==> config.mk <==
export PLATFORM = sky130hd
export DESIGN_NAME = elink_dec8b10b_in2
export DESIGN_NICKNAME = d
export VERILOG_FILES = /design/src/rtl/elink_dec8b10b_in2.sv
export SDC_FILE = /design/constraint.sdc
export NUM_CORES = 1
export LEC_CHECK = 0
export ABC_AREA = 1
export CORE_MARGIN = 5
export CORE_UTILIZATION = 52
export DETAILED_ROUTE_END_ITERATION = 6
export PLACE_DENSITY = 0.79
export SLEW_MARGIN = 5
export SYNTH_ARGS = -nofsm -noshare
export SYNTH_HDL_FRONTEND = slang
export SYNTH_SLANG_ARGS = --single-unit
==> constraint.sdc <==
create_clock -name bitCLK -period 1.9 [get_ports bitCLK]
set_input_delay 0.285 -clock bitCLK [delete_from_list [all_inputs] [get_ports bitCLK]]
set_output_delay 0.285 -clock bitCLK [all_outputs]
set_load 0.03 [all_outputs]
==> src/rtl/elink_dec8b10b_in2.sv <==
`default_nettype none
// ---------------------------------------------------------------------------
// elink_dec8b10b_in2 : 2-bit e-link deserialiser, K28.5 aligner, 8b10b decoder
// Revision 1.0 : initial release
// ---------------------------------------------------------------------------
module elink_dec8b10b_in2 (
  input  logic       bitCLK,
  input  logic       rst,
  input  logic [1:0] DATA_IN,
  input  logic       swap_inputbits,
  input  logic       thCR_REVERSE_10B,
  output logic [7:0] HGFEDCBA,
  output logic [1:0] ISK,
  output logic [9:0] DATA_OUT_dbg,
  output logic       DATA_RDY
);

  localparam logic [9:0] COMMA_RDN  = 10'b0011111010;
  localparam logic [9:0] COMMA_RDP  = 10'b1100000101;
  localparam logic [2:0] LAST_PHASE = 3'd4;

  logic [9:0] sreg_q, sreg_d;
  logic       aligned_q, aligned_d;
  logic [2:0] phase_q, phase_d;
  logic [7:0] byte_q, byte_d;
  logic [1:0] isk_q, isk_d;
  logic [9:0] dbg_q, dbg_d;
  logic       rdy_q, rdy_d;

  logic [1:0] din;
  logic [9:0] cw;
  logic       comma;
  logic       capture;
  logic [2:0] phase_eff;
  logic [4:0] edcba;
  logic       v6, k28;
  logic [2:0] hgf;
  logic       v4;
  logic [3:0] fghj_k;
  logic       k_alt;
  logic [7:0] sym_byte;
  logic [1:0] sym_isk;

  // Comma search runs on the word after optional reversal so that a
  // reverse-mode encoder pairs with thCR_REVERSE_10B=1.
  always_comb begin
    for (int i = 0; i < 10; i++) begin
      cw[i] = thCR_REVERSE_10B ? sreg_q[9-i] : sreg_q[i];
    end
    comma = (cw == COMMA_RDN) || (cw == COMMA_RDP);
  end

  always_comb begin
    v6    = 1'b1;
    k28   = 1'b0;
    edcba = 5'd0;
    case (cw[9:4])
      6'b100111, 6'b011000: edcba = 5'd0;
      6'b011101, 6'b100010: edcba = 5'd1;
      6'b101101, 6'b010010: edcba = 5'd2;
      6'b110001:            edcba = 5'd3;
      6'b110101, 6'b001010: edcba = 5'd4;
      6'b101001:            edcba = 5'd5;
      6'b011001:            edcba = 5'd6;
      6'b111000, 6'b000111: edcba = 5'd7;
      6'b111001, 6'b000110: edcba = 5'd8;
      6'b100101:            edcba = 5'd9;
      6'b010101:            edcba = 5'd10;
      6'b110100:            edcba = 5'd11;
      6'b001101:            edcba = 5'd12;
      6'b101100:            edcba = 5'd13;
      6'b011100:            edcba = 5'd14;
      6'b010111, 6'b101000: edcba = 5'd15;
      6'b011011, 6'b100100: edcba = 5'd16;
      6'b100011:            edcba = 5'd17;
      6'b010011:            edcba = 5'd18;
      6'b110010:            edcba = 5'd19;
      6'b001011:            edcba = 5'd20;
      6'b101010:            edcba = 5'd21;
      6'b011010:            edcba = 5'd22;
      6'b111010, 6'b000101: edcba = 5'd23;
      6'b110011, 6'b001100: edcba = 5'd24;
      6'b100110:            edcba = 5'd25;
      6'b010110:            edcba = 5'd26;
      6'b110110, 6'b001001: edcba = 5'd27;
      6'b001110:            edcba = 5'd28;
      6'b101110, 6'b010001: edcba = 5'd29;
      6'b011110, 6'b100001: edcba = 5'd30;
      6'b101011, 6'b010100: edcba = 5'd31;
      6'b001111, 6'b110000: begin
        edcba = 5'd28;
        k28   = 1'b1;
      end
      default: v6 = 1'b0;
    endcase
  end

  // K28 4b codes of the positive-disparity 6b form are the complements of
  // the negative form, so fold them onto one table.
  always_comb begin
    v4     = 1'b1;
    hgf    = 3'd0;
    fghj_k = (cw[9:4] == 6'b110000) ? ~cw[3:0] : cw[3:0];
    if (k28) begin
      case (fghj_k)
        4'b0100: hgf = 3'd0;
        4'b1001: hgf = 3'd1;
        4'b0101: hgf = 3'd2;
        4'b0011: hgf = 3'd3;
        4'b0010: hgf = 3'd4;
        4'b1010: hgf = 3'd5;
        4'b0110: hgf = 3'd6;
        4'b1000: hgf = 3'd7;
        default: v4 = 1'b0;
      endcase
    end else begin
      case (cw[3:0])
        4'b1011, 4'b0100:                   hgf = 3'd0;
        4'b1001:                            hgf = 3'd1;
        4'b0101:                            hgf = 3'd2;
        4'b1100, 4'b0011:                   hgf = 3'd3;
        4'b1101, 4'b0010:                   hgf = 3'd4;
        4'b1010:                            hgf = 3'd5;
        4'b0110:                            hgf = 3'd6;
        4'b1110, 4'b0001, 4'b0111, 4'b1000: hgf = 3'd7;
        default:                            v4 = 1'b0;
      endcase
    end
  end

  always_comb begin
    k_alt = !k28 && ((edcba == 5'd23) || (edcba == 5'd27) || (edcba == 5'd29) ||
                     (edcba == 5'd30)) && ((cw[3:0] == 4'b0111) || (cw[3:0] == 4'b1000));
    sym_byte = 8'h00;
    sym_isk  = 2'b00;
    if (v6 && v4) begin
      sym_byte = {hgf, edcba};
      if (k28) begin
        case (hgf)
          3'd1:    sym_isk = 2'b10;
          3'd6:    sym_isk = 2'b01;
          default: sym_isk = 2'b11;
        endcase
      end else if (k_alt) begin
        sym_isk = 2'b11;
      end
    end
  end

  always_comb begin
    din       = swap_inputbits ? {DATA_IN[0], DATA_IN[1]} : DATA_IN;
    sreg_d    = {sreg_q[7:0], din};
    capture   = comma || (aligned_q && (phase_q == 3'd0));
    phase_eff = comma ? 3'd0 : phase_q;
    phase_d   = (phase_eff == LAST_PHASE) ? 3'd0 : phase_eff + 3'd1;
    aligned_d = aligned_q || comma;
    byte_d    = byte_q;
    isk_d     = isk_q;
    dbg_d     = dbg_q;
    rdy_d     = capture;
    if (capture) begin
      byte_d = sym_byte;
      isk_d  = sym_isk;
      dbg_d  = cw;
    end
  end

  always_ff @(posedge bitCLK) begin
    if (rst) begin
      sreg_q    <= 10'd0;
      aligned_q <= 1'b0;
      phase_q   <= 3'd0;
      byte_q    <= 8'h00;
      isk_q     <= 2'b00;
      dbg_q     <= 10'd0;
      rdy_q     <= 1'b0;
    end else begin
      sreg_q    <= sreg_d;
      aligned_q <= aligned_d;
      phase_q   <= phase_d;
      byte_q    <= byte_d;
      isk_q     <= isk_d;
      dbg_q     <= dbg_d;
      rdy_q     <= rdy_d;
    end
  end

  assign HGFEDCBA     = byte_q;
  assign ISK          = isk_q;
  assign DATA_OUT_dbg = dbg_q;
  assign DATA_RDY     = rdy_q;

endmodule
`default_nettype wire

==> results.py, run 1 <==
metrics = {
    "run_status": {
        "stop_stage": "5_1_grt",
        "status": "did not finish",
        "error_line": "[ERROR GRT-0232] Routing congestion too high. Check the congestion heatmap in the GUI.",
    },
    "timing": {
        "worst_endpoint_kind": "register input",
        "postGrtWorstEndpoint": "ISK[1]$_SDFFE_PP0P_/D",
    },
    "placed_design": {
        "hpwl_mm": 6.39,
        "port_buffers": 26,
        "finalWeightedCongestion": 0.959,
        "place_area_sq_um": 3530,
        "placedCellCount": 626,
    },
    "synth": {
        "yosys.area.top_type_share": 0.271,
        "netlist_area_sq_um": 2580,
        "syn_area_per_cell_sq_um": 5.67,
        "synth_area_leaders": "dfxtp_1 27%, nand2_1 24%, nor2_1 11%",
        "synth_cells": 456,
        "ys_ff_latch": 35,
        "synth_top_area_cell": "dfxtp_1",
        "synth-seq-area-share": 0.271,
        "synth_nets": 464,
        "synth_cell_type_count": 31,
        "ys_warn_count": 0,
    },
    "clock_network": {
        "cts_inserted_buffers": 5,
        "cts_root_buf": "clkbuf_8",
        "cts-htree-levels": 2,
        "clock-sinks": 35,
        "max-clock-path-buffers": 2,
    },
    "die": {
        "io_pins": 27,
        "start_util": 0.540,
        "die_h_um": 80.5,
        "die_width_um": 80.5,
        "rows": 25,
    },
    "grt": {
        "grt_max_degree": 22,
        "gr-usage-all-layers": 0.803,
        "grt-ovfl-total": 193,
    },
}
## cell families after synthesis
group	Yosys count	share of synthesized area
flip-flops	35	0.271
adder cells (fa/ha/maj)	2	0.00968
buffers and inverters	52	0.0828
AO/OA/AOI/OAI	46	0.0949
AND/OR/NAND/NOR	320	0.538
XOR/XNOR	1	0.00339
## Yosys cell counts, drive strengths merged
cell type,instances
a21oi,22
a22o,1
buf,7
clkbuf,2
clkinv,1
dfxtp,35
ha,2
inv,42
nand2,181
nand3,29
nand3b,1
nand4,9
nor2,85
nor3,13
nor4,2
o21ai,19
o221ai,1
o22ai,3
xnor2,1
## metal layers
metal | global-route usage | overflow
met3 | 0.642 | 0
met5 | 0.245 | 0
met2 | 0.998 | 117
met1 | 0.740 | 2
met4 | 0.907 | 74
## repair_timing
action                                 CTS
pin swaps                               22
gates resized for setup                 72
setup endpoints to repair               25
cloned                                   2
buffers inserted                         6
hold buffers                             0
endpoints found under the hold margin    0
## metrics by stage
stage	setup WS, ps	utilization	hold WS [ps]
global placement	-801	0.738	454
floorplan	57.8	-	420
detailed placement	-934	0.738	459
CTS	-73.1	0.812	469
==> inputs of run 2 (changes only) <==
- CORE_UTILIZATION: 52 -> 40
- PLACE_DENSITY: 0.79 -> default
- PLACE_DENSITY_LB_ADDON: default -> 0.15
- clock period: 1.9 -> 2.5 ns (I/O delays scaled with it)
==> run 2 against run 1 <==
The flow now finishes without violations. Synthesized cell count unchanged. Synthesized area unchanged.
==> results.py, run 2 <==
metrics = {
    "run_status": {
        "status": "finished clean",
    },
    "synth": {
        "syn_area_per_cell_sq_um": 5.67,
        "synth-async-reset-ratio": 0,
        "ys.flop_type": "dfxtp_1",
        "synth_common_cells": "164 x nand2_1, 76 x nor2_1, 37 x inv_1",
        "netlist_area_sq_um": 2580,
        "synth-seq-area-share": 0.271,
        "synth_top_area_cell": "dfxtp_1",
        "synth_edf_count": 0,
        "synth_area_leaders": "dfxtp_1 27%, nand2_1 24%, nor2_1 11%",
        "synth_cell_type_count": 31,
        "synth_nets": 464,
        "yosysMostFrequentCell": "nand2_1",
        "synth_cells": 456,
        "yosys.area.top_type_share": 0.271,
        "ys_warn_count": 0,
        "ys_ff_latch": 35,
    },
    "routing": {
        "viasPerCell": 4.87,
        "drt-total-wl_mm": 7.90,
        "dr.pass1.iters": 4,
        "vias": 3153,
        "ant_nets": 0,
        "drtIter0Drc": 190,
        "drc": 0,
        "post_drt_wl_per_cell_um": 12.2,
    },
    "layout": {
        "mostFrequentLayoutCell": "nand2_1",
        "layout_common_cells": "157 x nand2_1, 88 x buf_4, 69 x nor2_1",
        "nets": 578,
        "drive_gt1_frac": 0.278,
        "syn_to_final_growth_pct": 46.7,
        "multi_input_area_sq_um": 1790,
        "seq_area_sq_um": 701,
        "antenna_cells": 0,
        "n_fill_cell": 653,
    },
    "clock_network": {
        "cts_inserted_buffers": 5,
        "cts_root_buf": "clkbuf_8",
        "clock-sinks": 35,
        "max-clock-path-buffers": 2,
        "clock_latency_ps": 290,
        "clk_pin_slew_ps": 70,
        "cts-htree-levels": 2,
        "tritoncts": "yes",
    },
    "critical_path": {
        "cp_max_fo": 8,
        "cpMostUsedCell": "nand2_2",
        "ff2ff_setup_slack_ps": 370,
        "cp_slowest_cell": "nor3_4",
        "rr_endpoint": "HGFEDCBA[3]$_SDFFE_PP0P_",
        "start_kind": "input port",
        "cpPeakStageDelay_ps": 260,
        "end_kind": "flip-flop",
        "r2r_start": "sreg_q[0]$_SDFF_PP0_",
        "cp_cell_sequence": "clkbuf_2, buf_6, buf_4, nand2_2, nand2_2, buf_4, nor2_4, nand2_2, nor2_4, nand2_1, nand2_2, nand2_4, nor3_4, nor2_2, a21oi_2, nand3_2, a21oi_2",
        "r2r_cells": 13,
        "critPathArrivalTime_ps": 2470,
        "cp.required_ps": 2720,
        "critical_path_class": "input port to flip-flop",
    },
    "timing": {
        "fin_tns_setup_ps": 0,
        "hold_ws_ps": 472,
        "clock.fmax_ghz": 0.444,
        "worstMarginPinSlew_ps": 500,
        "maxSlewViolCount": 0,
        "finalCritPeriodShare": 0.900,
        "rsz0062_at_grt": "false",
        "setup_viol": 0,
        "fin_skew_ps": 10.6,
        "hold_violations": 0,
        "layout_setup_ws_ps": 250,
        "relSlewSlack": 0.666,
        "min_period_ps": 2250,
    },
    "die": {
        "start_util": 0.409,
        "io_pins": 27,
        "rows": 29,
        "die_h_um": 90.4,
        "die_width_um": 90.4,
        "dieArea_sq_um": 8170,
        "core_sq_um": 6310,
    },
    "grt": {
        "grt_antenna_before_repair": 0,
        "gr-usage-all-layers": 0.190,
        "grt_first_pass_wirelength_mm": 13.2,
        "grt_max_degree": 22,
        "grt_pass1_vias": 2842,
        "grt-ovfl-total": 0,
    },
    "placed_design": {
        "finalWeightedCongestion": 0.942,
        "port_buffers": 26,
        "dp_slack_ps": -433,
        "hpwl_mm": 6.30,
    },
    "power": {
        "p_leak_nw": 1.94,
        "pwr_density_cell_nw_per_um2": 375,
        "peakVddDrop_mv": 0.361,
        "finalPower_w": 0.00142,
    },
    "hold_path": {
        "worstHoldEndpoint": "HGFEDCBA[6]$_SDFFE_PP0P_",
        "whs_path_depth": 2,
        "hp-start": "HGFEDCBA[6]$_SDFFE_PP0P_",
        "hold_class": "flip-flop to flip-flop",
    },
    "run": {
        "max_cap_viol_count": 0,
    },
}
==> run 2: area by class of cell <==
| class | count | share of cell area |
|---|---|---|
| clock inverter | 3 | 0.0116 |
| sequential | 35 | 0.185 |
| multi-input combinational | 370 | 0.473 |
| inverter | 43 | 0.0426 |
| clock buffer | 5 | 0.0182 |
| tap | 77 | 0.0254 |
| timing repair buffer | 115 | 0.245 |
==> run 2: how the worst max path moves through the flow <==
stage | start | to | slack, ps | cells past startpoint
6_report | thCR_REVERSE_10B | HGFEDCBA[6]$_SDFFE_PP0P_ | 250 | 17
5_1_grt | thCR_REVERSE_10B | HGFEDCBA[6]$_SDFFE_PP0P_ | 90 | 17
4_1_cts | thCR_REVERSE_10B | HGFEDCBA[6]$_SDFFE_PP0P_ | 180 | 17
3_5_place_dp | thCR_REVERSE_10B | HGFEDCBA[3]$_SDFFE_PP0P_ | -430 | 14
2_1_floorplan | thCR_REVERSE_10B | HGFEDCBA[5]$_SDFFE_PP0P_ | 570 | 15
3_3_place_gp | thCR_REVERSE_10B | ISK[1]$_SDFFE_PP0P_ | -370 | 13
==> run 2: power by group <==
group          leakage (nW)  switching (W)  internal [W]
registers             0.284     0.00000640      0.000569
clock network        0.0581       0.000215      0.000297
logic                  1.60       0.000200      0.000135
total                  1.94       0.000421       0.00100
==> run 2: worst max-delay path: cells and delay by family <==
kind	cells	cell delay (ps)
AO/OA/AOI/OAI	2	300
buffers and inverters	4	540
AND/OR/NAND/NOR	11	1240
==> run 2: cells by family (layout without fill, tap and decap cells) <==
| logic type | Yosys count | count (layout) | share of synthesized area |
|---|---|---|---|
| compound gates | 46 | 46 | 0.0949 |
| xor+xnor | 1 | 1 | 0.00339 |
| fa+ha+maj | 2 | 2 | 0.00968 |
| buf+inv | 52 | 166 | 0.0828 |
| flops | 35 | 35 | 0.271 |
| simple gates | 320 | 321 | 0.538 |
==> run 2: what timing repair did <==
action                     in CTS  in global routing
gates resized for setup        11                 26
cloned                          0                  1
hold buffers                    0                  0
pin swaps                       1                 13
setup endpoints to repair      23                  8
buffers inserted                0                  2
==> run 2: metrics by stage <==
step	area, sq um	cells	util
2_1_floorplan	2580	456	-
3_3_place_gp	3540	637	0.561
3_5_place_dp	3540	637	0.561
4_1_cts	3680	645	0.583
5_1_grt	3790	648	0.600
6_report	3790	648	0.600
==> run 2: routing by layer <==
metal | global-route usage | share of wire | vias to the layer above
li1 | - | - | 1672
met5 | 0 | 0 | -
met2 | 0.320 | 0.49 | 77
met4 | 0.0546 | 0.019 | 0
met1 | 0.246 | 0.45 | 1389
met3 | 0.0342 | 0.048 | 15
Note: power is estimated with default switching activity, not from simulation.
==> inputs of run 3 (changes only) <==
- GPL_TIMING_DRIVEN: default -> 0
- HOLD_SLACK_MARGIN: default -> 0.1
- clock period: 2.5 -> 2.6 ns (I/O delays scaled with it)
==> run 3 against run 2 <==
First-iteration DRC count up 18%. Final cell count down 13%. Critical endpoint unchanged. Largest power group unchanged. Sequential cell count unchanged. Core utilization down 9.6 points.
==> results.py, run 3 (synthesis results as in run 2) <==
metrics = {
    "power": {
        "peakVddDrop_mv": 0.331,
        "p_leak_nw": 1.56,
        "pwr_density_cell_nw_per_um2": 383,
        "finalPower_w": 0.00122,
    },
    "critical_path": {
        "r2r_cells": 14,
        "crit_path_end": "HGFEDCBA[6]$_SDFFE_PP0P_",
        "critical_path_class": "input port to flip-flop",
        "cp.required_ps": 2810,
        "startpoint": "thCR_REVERSE_10B",
        "rr_endpoint": "HGFEDCBA[6]$_SDFFE_PP0P_",
        "r2r_start": "sreg_q[2]$_SDFF_PP0_",
        "critPathArrivalTime_ps": 2290,
        "ff2ff_setup_slack_ps": 570,
        "start_kind": "input port",
        "cp_max_fo": 10,
        "end_kind": "flip-flop",
    },
    "layout": {
        "layout_common_cells": "154 x nand2_1, 68 x nor2_1, 35 x dfxtp_1, 35 x inv_1, 28 x nand3_1",
        "nets": 497,
        "drive_gt1_frac": 0.151,
        "syn_to_final_growth_pct": 23.2,
        "mostFrequentLayoutCell": "nand2_1",
        "n_fill_cell": 683,
        "antenna_cells": 0,
    },
    "routing": {
        "route.met3.wl_um": 432,
        "ant_nets": 0,
        "viasPerCell": 5.13,
        "drt-met1-wl_mm": 3.40,
        "drc": 0,
        "post_drt_wl_per_cell_um": 12.9,
        "vias": 2910,
        "drtIter0Drc": 224,
        "dr.max_layer_used": "met4",
        "wl_met2_mm": 3.34,
        "drt-total-wl_mm": 7.29,
        "dr.pass1.iters": 5,
    },
    "timing": {
        "hold_violations": 0,
        "clock.fmax_ghz": 0.480,
        "relSlewSlack": 0.666,
        "setup_viol": 0,
        "finalCritPeriodShare": 0.801,
        "fin_skew_ps": 11.3,
        "min_period_ps": 2080,
        "rsz0062_at_grt": "false",
        "worstMarginPinSlew_ps": 502,
        "fin_tns_setup_ps": 0,
        "layout_setup_ws_ps": 518,
        "maxSlewViolCount": 0,
    },
    "run": {
        "max_cap_viol_count": 0,
    },
    "die": {
        "dieArea_sq_um": 8170,
        "die_h_um": 90.4,
        "start_util": 0.409,
        "core_sq_um": 6310,
        "die_width_um": 90.4,
        "io_pins": 27,
        "rows": 29,
    },
    "hold_path": {
        "hold_class": "flip-flop to flip-flop",
    },
    "grt": {
        "grt_pass1_vias": 2621,
        "grt_first_pass_wirelength_mm": 12.1,
        "gr-usage-all-layers": 0.177,
        "grt-ovfl-total": 0,
        "grt_max_degree": 13,
        "grt_antenna_before_repair": 0,
    },
    "clock_network": {
        "cts_root_buf": "clkbuf_8",
        "max-clock-path-buffers": 2,
        "cts-htree-levels": 2,
        "clock-sinks": 35,
        "clock_latency_ps": 290,
        "clk_pin_slew_ps": 70,
        "cts_inserted_buffers": 5,
        "cts_hold_buf": 0,
        "tritoncts": "yes",
    },
    "run_status": {
        "status": "finished clean",
    },
    "placed_design": {
        "hpwl_mm": 5.72,
        "dp_slack_ps": -366,
        "port_buffers": 25,
        "finalWeightedCongestion": 0.938,
    },
}
-- run 3: how the worst min path moves through the flow --
stage,start,cells after the start,end,slack (ps)
3_5_place_dp,HGFEDCBA[3]$_SDFFE_PP0P_,2,HGFEDCBA[3]$_SDFFE_PP0P_,450
3_3_place_gp,HGFEDCBA[7]$_SDFFE_PP0P_,2,HGFEDCBA[7]$_SDFFE_PP0P_,450
2_1_floorplan,sreg_q[0]$_SDFF_PP0_,2,sreg_q[2]$_SDFF_PP0_,440
5_1_grt,HGFEDCBA[3]$_SDFFE_PP0P_,2,HGFEDCBA[3]$_SDFFE_PP0P_,480
6_report,HGFEDCBA[4]$_SDFFE_PP0P_,2,HGFEDCBA[4]$_SDFFE_PP0P_,460
4_1_cts,HGFEDCBA[3]$_SDFFE_PP0P_,2,HGFEDCBA[3]$_SDFFE_PP0P_,470
-- run 3: cell type report --
type / instances / area [sq um] / area share
multi-input combinational: 369 / 1800 / 0.564
sequential: 35 / 701 / 0.220
timing repair buffer: 26 / 273 / 0.0857
inverter: 43 / 165 / 0.0519
tap: 77 / 96.3 / 0.0303
clock buffer: 5 / 68.8 / 0.0216
buffer: 9 / 65.1 / 0.0204
clock inverter: 3 / 20.0 / 0.00629
-- run 3: power by group --
| part | switching (W) | leakage (nW) | internal [W] |
|---|---|---|---|
| logic | 0.000180 | 1.24 | 0.0000834 |
| registers | 0.00000661 | 0.284 | 0.000547 |
| clock network | 0.000215 | 0.0402 | 0.000186 |
-- run 3: per-layer routing --
| metal | track usage | vias to the layer above |
|---|---|---|
| met2 | 0.289 | 110 |
| met4 | 0.0645 | 0 |
| met1 | 0.228 | 1261 |
| met5 | 0 | - |
| li1 | - | 1521 |
| met3 | 0.0367 | 18 |
-- run 3: critical path: stages --
cell and delay (ps):
dlymetal6s2s_1 170, inv_2 70, buf_6 140, nand2_1 70
nand2_2 90, nor2_4 180, nand2_2 80, nor2_4 160
nand2_1 90, nand2_2 130, inv_2 40, nand2_2 160
nand2_2 90, nor2_4 190, nand3_1 100, a21oi_1 130
-- run 3: timing repair --
action	4_1_cts	5_1_grt
gates resized for setup	1	41
endpoints found under the setup margin	10	23
setup buffers	0	1
pin swaps	0	2
-- run 3: through the flow --
step | hold slack (ps) | util | cells | instance area, sq um
2_1_floorplan | 437 | - | 456 | 2580
3_3_place_gp | 452 | 0.464 | 558 | 2930
3_5_place_dp | 454 | 0.464 | 558 | 2930
4_1_cts | 465 | 0.479 | 566 | 3020
5_1_grt | 478 | 0.504 | 567 | 3180
6_report | 463 | 0.504 | 567 | 3180
==> inputs of run 4 (changes only) <==
- clock period: 2.6 -> 1.7 ns (I/O delays scaled with it)
==> run 4 against run 3 <==
The flow now finishes with violations (negative setup slack). Sequential power grew 53%. Power grew 95%. Clock skew shrank 2.0 ps. Routed wire length grew 29%. Die area is the same. Via count grew 14%. Critical path type is now flip-flop to flip-flop.
==> results.py, run 4 (synthesis results as in run 2) <==
metrics = {
    "clock_network": {
        "clk_pin_slew_ps": 70,
        "tritoncts": "yes",
        "cts_inserted_buffers": 5,
        "clock-sinks": 35,
        "clock_latency_ps": 290,
        "max-clock-path-buffers": 2,
        "cts_hold_buf": 0,
        "cts-htree-levels": 2,
        "cts_root_buf": "clkbuf_8",
    },
    "die": {
        "start_util": 0.409,
        "die_h_um": 90.4,
        "core_sq_um": 6310,
        "rows": 29,
        "dieArea_sq_um": 8170,
        "io_pins": 27,
        "die_width_um": 90.4,
    },
    "routing": {
        "drc": 0,
        "drtIter0Drc": 283,
        "ant_nets": 0,
        "vias": 3305,
        "post_drt_wl_per_cell_um": 15.3,
        "drt-total-wl_mm": 9.39,
        "viasPerCell": 5.37,
        "dr.pass1.iters": 5,
    },
    "critical_path": {
        "cp.required_ps": 1850,
        "end_kind": "flip-flop",
        "start_kind": "flip-flop",
        "critPathArrivalTime_ps": 2210,
        "cp_max_fo": 5,
        "critical_path_class": "flip-flop to flip-flop",
    },
    "run_status": {
        "status": "finished with violations",
        "failed_checks": "negative setup slack",
    },
    "timing": {
        "hold_violations": 0,
        "relSlewSlack": 0.622,
        "fin_tns_setup_ps": -4750,
        "finalCritPeriodShare": 1.21,
        "worstMarginPinSlew_ps": 567,
        "setup_viol": 24,
        "layout_setup_ws_ps": -360,
        "hold_ws_ps": 417,
        "maxSlewViolCount": 0,
        "rsz0062_at_grt": "true",
        "min_period_ps": 2060,
        "clock.fmax_ghz": 0.485,
        "fin_skew_ps": 9.25,
    },
    "layout": {
        "drive_gt1_frac": 0.385,
        "final_util": 0.651,
        "n_fill_cell": 576,
        "layout_common_cells": "121 x nand2_1, 52 x nor2_1, 40 x buf_4",
        "syn_to_final_growth_pct": 59.2,
        "nets": 545,
        "multi_input_area_sq_um": 2250,
        "antenna_cells": 0,
        "seq_area_sq_um": 716,
        "mostFrequentLayoutCell": "nand2_1",
    },
    "power": {
        "seqPwrFrac": 0.356,
        "p_int_w": 0.00167,
        "peakVddDrop_mv": 0.486,
        "p_comb_frac": 0.270,
        "finalPower_w": 0.00238,
        "pwr_density_cell_nw_per_um2": 579,
        "power.switching_w": 0.000711,
        "p_leak_nw": 1.93,
        "p_clk_frac": 0.374,
        "swShare": 0.299,
    },
    "grt": {
        "grt_first_pass_wirelength_mm": 14.8,
        "grt_pass1_vias": 3164,
        "gr-usage-all-layers": 0.218,
        "grt_antenna_before_repair": 0,
        "grt-ovfl-total": 0,
        "grt_max_degree": 12,
    },
    "run": {
        "max_cap_viol_count": 0,
    },
    "placed_design": {
        "port_buffers": 25,
        "finalWeightedCongestion": 0.900,
        "hpwl_mm": 5.85,
    },
    "hold_path": {
        "hold_class": "input port to flip-flop",
    },
}
==> run 4: cell count changes in the layout (fill, tap and decap cells not counted), moves of 7 or more <==
cell     previous run  this run
nor2_2              7        15
a21oi_1            22        15
buf_4               0        40
nand2_1           154       121
nor2_4             10        18
a21oi_2             0         7
dfxtp_1            35        27
nand3_2             1        11
nand2_2            21        30
nand3_1            28        17
nand2_4             6        30
nor2_1             68        52
==> run 4: critical path, stage by stage, from the launching register on <==
cell     delay, ps
dfxtp_2        340
inv_2           80
nand2_2         60
nand2_4        110
nand2_4         60
nor2_4         210
nand2_4        150
nand2_4        110
nand2_4         80
nand2_8         90
inv_4           40
nand2_4         70
nand3_4         80
nor2_4         180
nand2_4        100
nand3_2         90
a21oi_2         50
==> run 4: final cells by class <==
class / instances / share of cell area
Inverter: 43 / 0.0432
Timing Repair Buffer: 72 / 0.158
Buffer: 9 / 0.0213
Sequential cell: 35 / 0.174
Clock buffer: 6 / 0.0176
Tap cell: 77 / 0.0234
Clock inverter: 2 / 0.0146
Multi-Input combinational cell: 371 / 0.548
==> run 4: per-stage QoR <==
step | cells | worst slack [ps] | area [sq um]
after floorplan | 456 | -63.0 | 2690
after global placement | 558 | -1160 | 3040
after detailed placement | 558 | -1180 | 3040
after CTS | 611 | -239 | 3920
after global routing | 615 | -501 | 4110
final | 615 | -360 | 4110
==> run 4: timing repair <==
item / CTS / global route
endpoints found under the setup margin: 25 / 24
pin swaps: 33 / 30
cloned: 4 / 0
resized for setup: 123 / 41
hold endpoints to repair: 0 / 0
setup buffers: 41 / 4
==> run 4: path summary, 6_finish.rpt <==
check	from	endpoint	slack, ps	depth (start not counted)
setup / recovery	sreg_q[5]$_SDFF_PP0_	HGFEDCBA[1]$_SDFFE_PP0P_	-360	16
hold / removal	rst	HGFEDCBA[7]$_SDFFE_PP0P_	420	2
setup reg to reg	sreg_q[5]$_SDFF_PP0_	HGFEDCBA[1]$_SDFFE_PP0P_	-360	16
hold reg to reg	sreg_q[1]$_SDFF_PP0_	sreg_q[3]$_SDFF_PP0_	460	2
==> run 4: power groups by stage <==
| stage | Sequential (W) | Combinational (W) | Clock [W] |
|---|---|---|---|
| floorplan | 0.000865 | 0.000292 | 0 |
| global placement | 0.000865 | 0.000376 | 0 |
| detailed placement | 0.000866 | 0.000382 | 0 |
| CTS | 0.000846 | 0.000570 | 0.000914 |
| global route | 0.000849 | 0.000690 | 0.000942 |
| finish | 0.000847 | 0.000643 | 0.000891 |
==> run 4: per-layer routing <==
layer	vias up	track usage	routed length, um
li1	1614	-	-
met1	1490	0.261	3700
met2	154	0.365	4600
met3	47	0.0467	594
met4	0	0.107	498
met5	-	0	0
